### src/rtl/bin_rnd_buffer_if.sv
// Handshake bundle between the PRNG, the randomness buffer and the gadget pipeline.
// The buffer takes the slave modport; whoever drives the PRNG side and consumes words uses master.
interface bin_rnd_buffer_if #(
    parameter int unsigned W         = 1,
    parameter int unsigned LOG_DEPTH = 2
);
    logic [W-1:0]       in_data;
    logic               in_valid;
    logic               in_ready;
    logic [W-1:0]       out_data;
    logic               out_valid;
    logic               out_ready;
    logic [LOG_DEPTH:0] level;

    modport slave (
        input  in_data,
        input  in_valid,
        output in_ready,
        output out_data,
        output out_valid,
        input  out_ready,
        output level
    );

    modport master (
        output in_data,
        output in_valid,
        input  in_ready,
        input  out_data,
        input  out_valid,
        output out_ready,
        input  level
    );
endinterface

### src/rtl/bin_rnd_buffer_mem.sv
// DEPTH x W register array holding buffered random words; one write port, async read port.
// Kept as its own hierarchy so randomness storage is never merged with gadget logic.
(* keep_hierarchy = "yes" *)
module bin_rnd_buffer_mem #(
    parameter int unsigned W         = 1,
    parameter int unsigned LOG_DEPTH = 2
) (
    input  logic                 clk_i,
    input  logic                 we_i,
    input  logic [LOG_DEPTH-1:0] waddr_i,
    input  logic [W-1:0]         wdata_i,
    input  logic [LOG_DEPTH-1:0] raddr_i,
    output logic [W-1:0]         rdata_o
);
    localparam int unsigned Depth = 1 << LOG_DEPTH;

    logic [W-1:0] mem_q [Depth];

    // Contents are deliberately not reset; validity is tracked by the level counter.
    always_ff @(posedge clk_i) begin
        if (we_i) begin
            mem_q[waddr_i] <= wdata_i;
        end
    end

    assign rdata_o = mem_q[raddr_i];
endmodule

### src/rtl/bin_rnd_buffer.sv
// First-word-fall-through elastic buffer for fresh randomness between PRNG and masked gadgets.
// All outputs come straight from registers so nothing on in_* reaches out_* combinationally.
module bin_rnd_buffer #(
    parameter int unsigned W         = 1,
    parameter int unsigned LOG_DEPTH = 2
) (
    input  logic             clk,
    input  logic             rst_n,
    input  logic             flush,
    bin_rnd_buffer_if.slave  bus
);
    localparam int unsigned LvlW      = LOG_DEPTH + 1;
    localparam logic [LvlW-1:0] LvlFull = LvlW'(1 << LOG_DEPTH);
    localparam logic [LvlW-1:0] LvlOne  = LvlW'(1);

    logic [LOG_DEPTH-1:0] wptr_q, wptr_d;
    logic [LOG_DEPTH-1:0] rptr_q, rptr_d;
    logic [LvlW-1:0]      level_q, level_d;
    logic [W-1:0]         out_data_q, out_data_d;
    logic                 out_valid_q, out_valid_d;
    logic                 in_ready_q, in_ready_d;

    logic                 push;
    logic                 pop;
    logic                 mem_we;
    logic [LOG_DEPTH-1:0] mem_raddr;
    logic [W-1:0]         mem_rdata;

    assign push      = bus.in_valid & in_ready_q;
    assign pop       = out_valid_q & bus.out_ready;
    assign mem_we    = push & ~flush;
    // The head word already sits in out_data_q; prefetch the one behind it.
    assign mem_raddr = rptr_q + 1'b1;

    bin_rnd_buffer_mem #(
        .W         (W),
        .LOG_DEPTH (LOG_DEPTH)
    ) u_mem (
        .clk_i   (clk),
        .we_i    (mem_we),
        .waddr_i (wptr_q),
        .wdata_i (bus.in_data),
        .raddr_i (mem_raddr),
        .rdata_o (mem_rdata)
    );

    always_comb begin
        wptr_d      = wptr_q;
        rptr_d      = rptr_q;
        level_d     = level_q;
        out_data_d  = out_data_q;
        out_valid_d = out_valid_q;
        in_ready_d  = in_ready_q;

        if (flush) begin
            wptr_d      = '0;
            rptr_d      = '0;
            level_d     = '0;
            out_data_d  = '0;
            out_valid_d = 1'b0;
            in_ready_d  = 1'b1;
        end else begin
            if (push) begin
                wptr_d = wptr_q + 1'b1;
            end
            if (pop) begin
                rptr_d = rptr_q + 1'b1;
            end

            unique case ({push, pop})
                2'b10:   level_d = level_q + 1'b1;
                2'b01:   level_d = level_q - 1'b1;
                default: level_d = level_q;
            endcase

            // Head refill: from storage if another word is queued, else bypass the incoming word.
            if (pop && (level_q > LvlOne)) begin
                out_data_d = mem_rdata;
            end else if (push && ((level_q == '0) || (pop && (level_q == LvlOne)))) begin
                out_data_d = bus.in_data;
            end

            out_valid_d = (level_d != '0);
            in_ready_d  = (level_d != LvlFull);
        end
    end

    always_ff @(posedge clk or negedge rst_n) begin
        if (!rst_n) begin
            wptr_q      <= '0;
            rptr_q      <= '0;
            level_q     <= '0;
            out_data_q  <= '0;
            out_valid_q <= 1'b0;
            in_ready_q  <= 1'b1;
        end else begin
            wptr_q      <= wptr_d;
            rptr_q      <= rptr_d;
            level_q     <= level_d;
            out_data_q  <= out_data_d;
            out_valid_q <= out_valid_d;
            in_ready_q  <= in_ready_d;
        end
    end

    assign bus.in_ready  = in_ready_q;
    assign bus.out_valid = out_valid_q;
    assign bus.out_data  = out_data_q;
    assign bus.level     = level_q;
endmodule

### src/flat_wrapper.sv
// flat-port wrapper written by rule: the top's interface ports become plain ports
module bin_rnd_buffer_flat 
#(
    parameter int unsigned W         = 1,
    parameter int unsigned LOG_DEPTH = 2
)
  (clk, rst_n, flush, bus_in_data, bus_in_valid, bus_in_ready, bus_out_data, bus_out_valid, bus_out_ready, bus_level);
  bin_rnd_buffer_if #(.W(W), .LOG_DEPTH(LOG_DEPTH)) bus_i ();
  input  logic clk;
  input  logic rst_n;
  input  logic flush;
  input wire logic [$bits(bus_i.in_data)-1:0] bus_in_data;
  input wire logic [$bits(bus_i.in_valid)-1:0] bus_in_valid;
  output wire logic [$bits(bus_i.in_ready)-1:0] bus_in_ready;
  output wire logic [$bits(bus_i.out_data)-1:0] bus_out_data;
  output wire logic [$bits(bus_i.out_valid)-1:0] bus_out_valid;
  input wire logic [$bits(bus_i.out_ready)-1:0] bus_out_ready;
  output wire logic [$bits(bus_i.level)-1:0] bus_level;
  assign bus_i.in_data = bus_in_data;
  assign bus_i.in_valid = bus_in_valid;
  assign bus_in_ready = bus_i.in_ready;
  assign bus_out_data = bus_i.out_data;
  assign bus_out_valid = bus_i.out_valid;
  assign bus_i.out_ready = bus_out_ready;
  assign bus_level = bus_i.level;
  bin_rnd_buffer #(.W(W), .LOG_DEPTH(LOG_DEPTH)) u_core (.clk(clk), .rst_n(rst_n), .flush(flush), .bus(bus_i));
endmodule
### config.mk
export PLATFORM = sky130hd
export DESIGN_NAME = bin_rnd_buffer_flat
export DESIGN_NICKNAME = d
export VERILOG_FILES = /design/src/rtl/bin_rnd_buffer_if.sv /design/src/rtl/bin_rnd_buffer_mem.sv /design/src/rtl/bin_rnd_buffer.sv /design/src/flat_wrapper.sv
export SDC_FILE = /design/constraint.sdc
export NUM_CORES = 1
export LEC_CHECK = 0
export ABC_CLOCK_PERIOD_IN_PS = 1900
export CAP_MARGIN = 20
export CORE_MARGIN = 2
export CORE_UTILIZATION = 49
export DETAILED_ROUTE_END_ITERATION = 12
export PLACE_DENSITY_LB_ADDON = 0.05
export SKIP_CTS_REPAIR_TIMING = 1
export SLEW_MARGIN = 0
export SYNTH_ARGS = -nofsm -noshare
export SYNTH_HDL_FRONTEND = slang
export SYNTH_SLANG_ARGS = --single-unit
### constraint.sdc
create_clock -name clk -period 1.9 [get_ports clk]
set_input_delay 0.38 -clock clk [delete_from_list [all_inputs] [get_ports clk]]
set_output_delay 0.38 -clock clk [all_outputs]
set_load 0.05 [all_outputs]
==> run metrics <==
IO Port Bufs=11; distinct cell type count after synthesis=32; dpl hpwl=a little over 1000 um; Worst-Skew Late Latency=approximately 280 ps; Fmax=~550 MHz; first drt pass iteration count=4; Initial Util=between 50% and 60%; grt total ovfl=0; CP Depth=1; First DRT Iteration DRCs=7; flops & latches, synth=14; die width=~44 um; Seq/Total Area, Yosys=a little under half; crit path launch=u_core.bus.out_data$_DFFE_PN0P_; most frequent cells in the layout=nor2_1 (9), buf_4 (7), dfrtp_1 (7); antenna viol nets, final=0; final setup fails=0; cell count after synthesis=70; Syn. warnings=0; Tcrit/Tclk final=between 90% and 100%; vias=544; Area growth, synth to finish=18.60%; number of global-route vias before repair=~480; boundary pin count=12; Cells after DPL=between 90 and 100; worst setup path category=flop to output port; worst r2r src=u_core.bus.level[1]$_DFF_PN0_; die area=1943 um2; slew margin rel.=67.43%; Post-Route Skew=between 3 and 4 ps; crit-path max FO=2; CP delay by family, top=buffers and inverters; drc violations=0; Pwr Density=between 1000 and 1500 nW/um2; Worst EP required=between 1500 and 2000 ps; RSZ-0062 raised after global routing=false; final net count=96; Critical Path AT=1440 ps; CP peak stage delay=approximately 800 ps; Hold Crit Class=input port to asynchronous set/reset pin; Vias/cell=5.386; CP max stage cell=clkdlybuf4s50_1; worst vdd ir=just over 0.7 mV; GPL Wtd Cong=a little under 0.8; final hold viol count=0; Global Route Usage Sum=16.91%; clock tree from TritonCTS=yes; FP Rows=14; status=complete, no violations; CP Capture Point=bus_out_data; main flop type after synthesis=dfrtp_1; height of the die=44.08 um; CP Launch Type=flop; worst r2r path cells=5; Mapped Nets=80; commonest non-fill, non-tap cell in the layout=nor2_1; Buf/Inv on CP=1; Clock Tree Buf Depth=2; CTS root buffer=clkbuf_4; Slew Limit Fails=0; nature of the critical path endpoint=output port; Ant. Diodes=0; wire length per cell=~14 um; largest net degree at the start of global routing=11; Final min period=roughly 1800 ps; max cap viols=0; DRT Wirelength=about 1400 um; Slew @ Worst Pin=about 490 ps; Post-synth EDFFs=4; Reg clk slew, reported paths=approximately 90 ps; mapped cell area=between 700 and 800 um2; clock sink count=14; P_leak=approximately 0.43 nW; Num CTS Buffers=3; Avg Inst Size Synth=between 10 and 15 um2; flop-to-flop setup slack=about 200 ps; CTS HTree Levels=1; setup TNS=0 ps; r2r endpoint=u_core.bus.out_valid$_DFF_PN0_; post-synthesis async set-or-reset flop share=just over 70%; core area=~1500 um2; crit path cell chain=clkdlybuf4s50_1; share of cells above drive strength 1=24.71%; Final Power=1.133 mW; final non-filler cell total=between 100 and 150; first-pass GRT wire length=2221 um; initial antenna violation count=0
Yosys cell counts, types with 2 or more instances:
| master | number | share of area [%] |
|---|---|---|
| ha_1 | 4 | 6.4 |
| and3_1 | 2 | 1.6 |
| dfrtp_1 | 9 | 29 |
| mux2i_1 | 3 | 3.8 |
| maj3_1 | 2 | 2.5 |
| a211oi_1 | 2 | 1.9 |
| and3b_1 | 2 | 2.2 |
| nand2_1 | 2 | 0.95 |
| xor2_1 | 4 | 4.5 |
| edfxtp_1 | 4 | 15 |
| nor3_1 | 2 | 1.3 |
| nor2_1 | 9 | 4.3 |
| nand2_2 | 2 | 1.6 |
| inv_1 | 4 | 1.9 |
| xnor2_1 | 2 | 2.2 |
cell families (layout without fill, tap and decap cells):
group / Yosys count / after routing / synth area share [%]
multiplexers: 4 / 4 / 6.677
flip-flops: 14 / 14 / 47.22
buffers and inverters: 6 / 21 / 3.814
XOR/XNOR: 6 / 6 / 6.677
AND/OR/NAND/NOR: 26 / 26 / 18.44
adder cells (fa/ha/maj): 6 / 6 / 8.903
AO/OA/AOI/OAI: 8 / 8 / 8.267
per-stage QoR:
stage / hold slack (ps) / utilization (%) / setup WS [ps] / cell area, um2
finish: 409.7 / 61.96 / 84.23 / 933.4
global route: 437.0 / 61.96 / 20.35 / 933.4
CTS: 420.7 / 61.96 / 65.94 / 933.4
detailed placement: 545.5 / 60.22 / 77.98 / 907.1
global placement: 543.4 / 60.22 / 90.16 / 907.1
floorplan: 84.41 / - / 64.37 / 789.5
area by class of cell:
| type | count | area [um2] |
|---|---|---|
| clock buffers | 3 | 22.52 |
| clock inverters | 1 | 3.754 |
| fillers | 125 | 573.1 |
| inverters | 4 | 15.01 |
| multi-input cells | 50 | 385.4 |
| flip-flops and latches | 14 | 374.1 |
| well taps | 16 | 20.02 |
| repair buffers | 13 | 112.6 |
power breakdown:
| group | switching, mW | total [mW] | leakage [nW] | internal [mW] |
|---|---|---|---|---|
| sequential | 0.0576 | 0.425 | 0.163 | 0.368 |
| clock | 0.0985 | 0.175 | 0.0154 | 0.0763 |
| combinational | 0.319 | 0.533 | 0.247 | 0.214 |
| total | 0.475 | 1.13 | 0.426 | 0.658 |
worst min path at each step:
stage	start	endpoint	slack [ps]	cells after the start
floorplan	rst_n	u_core.bus.level[0]$_DFF_PN0_	80	0
global placement	u_core.rptr_q[1]$_DFFE_PN0P_	u_core.rptr_q[1]$_DFFE_PN0P_	540	2
detailed placement	u_core.rptr_q[1]$_DFFE_PN0P_	u_core.rptr_q[1]$_DFFE_PN0P_	550	2
CTS	rst_n	u_core.bus.level[2]$_DFF_PN0_	420	1
global route	rst_n	u_core.bus.level[2]$_DFF_PN0_	440	1
finish	rst_n	u_core.bus.out_valid$_DFF_PN0_	410	1
flip-flops by register name, indices dropped and copies added (netlist names):
name and cells:
u_core.bus.out_valid 1, u_core.bus.level 3, u_core.bus.in_ready 1, u_core.u_mem/mem_q 4, u_core.rptr_q 2, u_core.wptr_q 2, u_core.bus.out_data 1
per-layer routing:
| metal | GRT usage [%] | routed length, um |
|---|---|---|
| met2 | 22.06 | 597 |
| met5 | 0 | 0 |
| met4 | 5.455 | 0 |
| met3 | 7.347 | 81 |
| met1 | 25.13 | 733 |
Note: power is estimated with default switching activity, not from simulation.
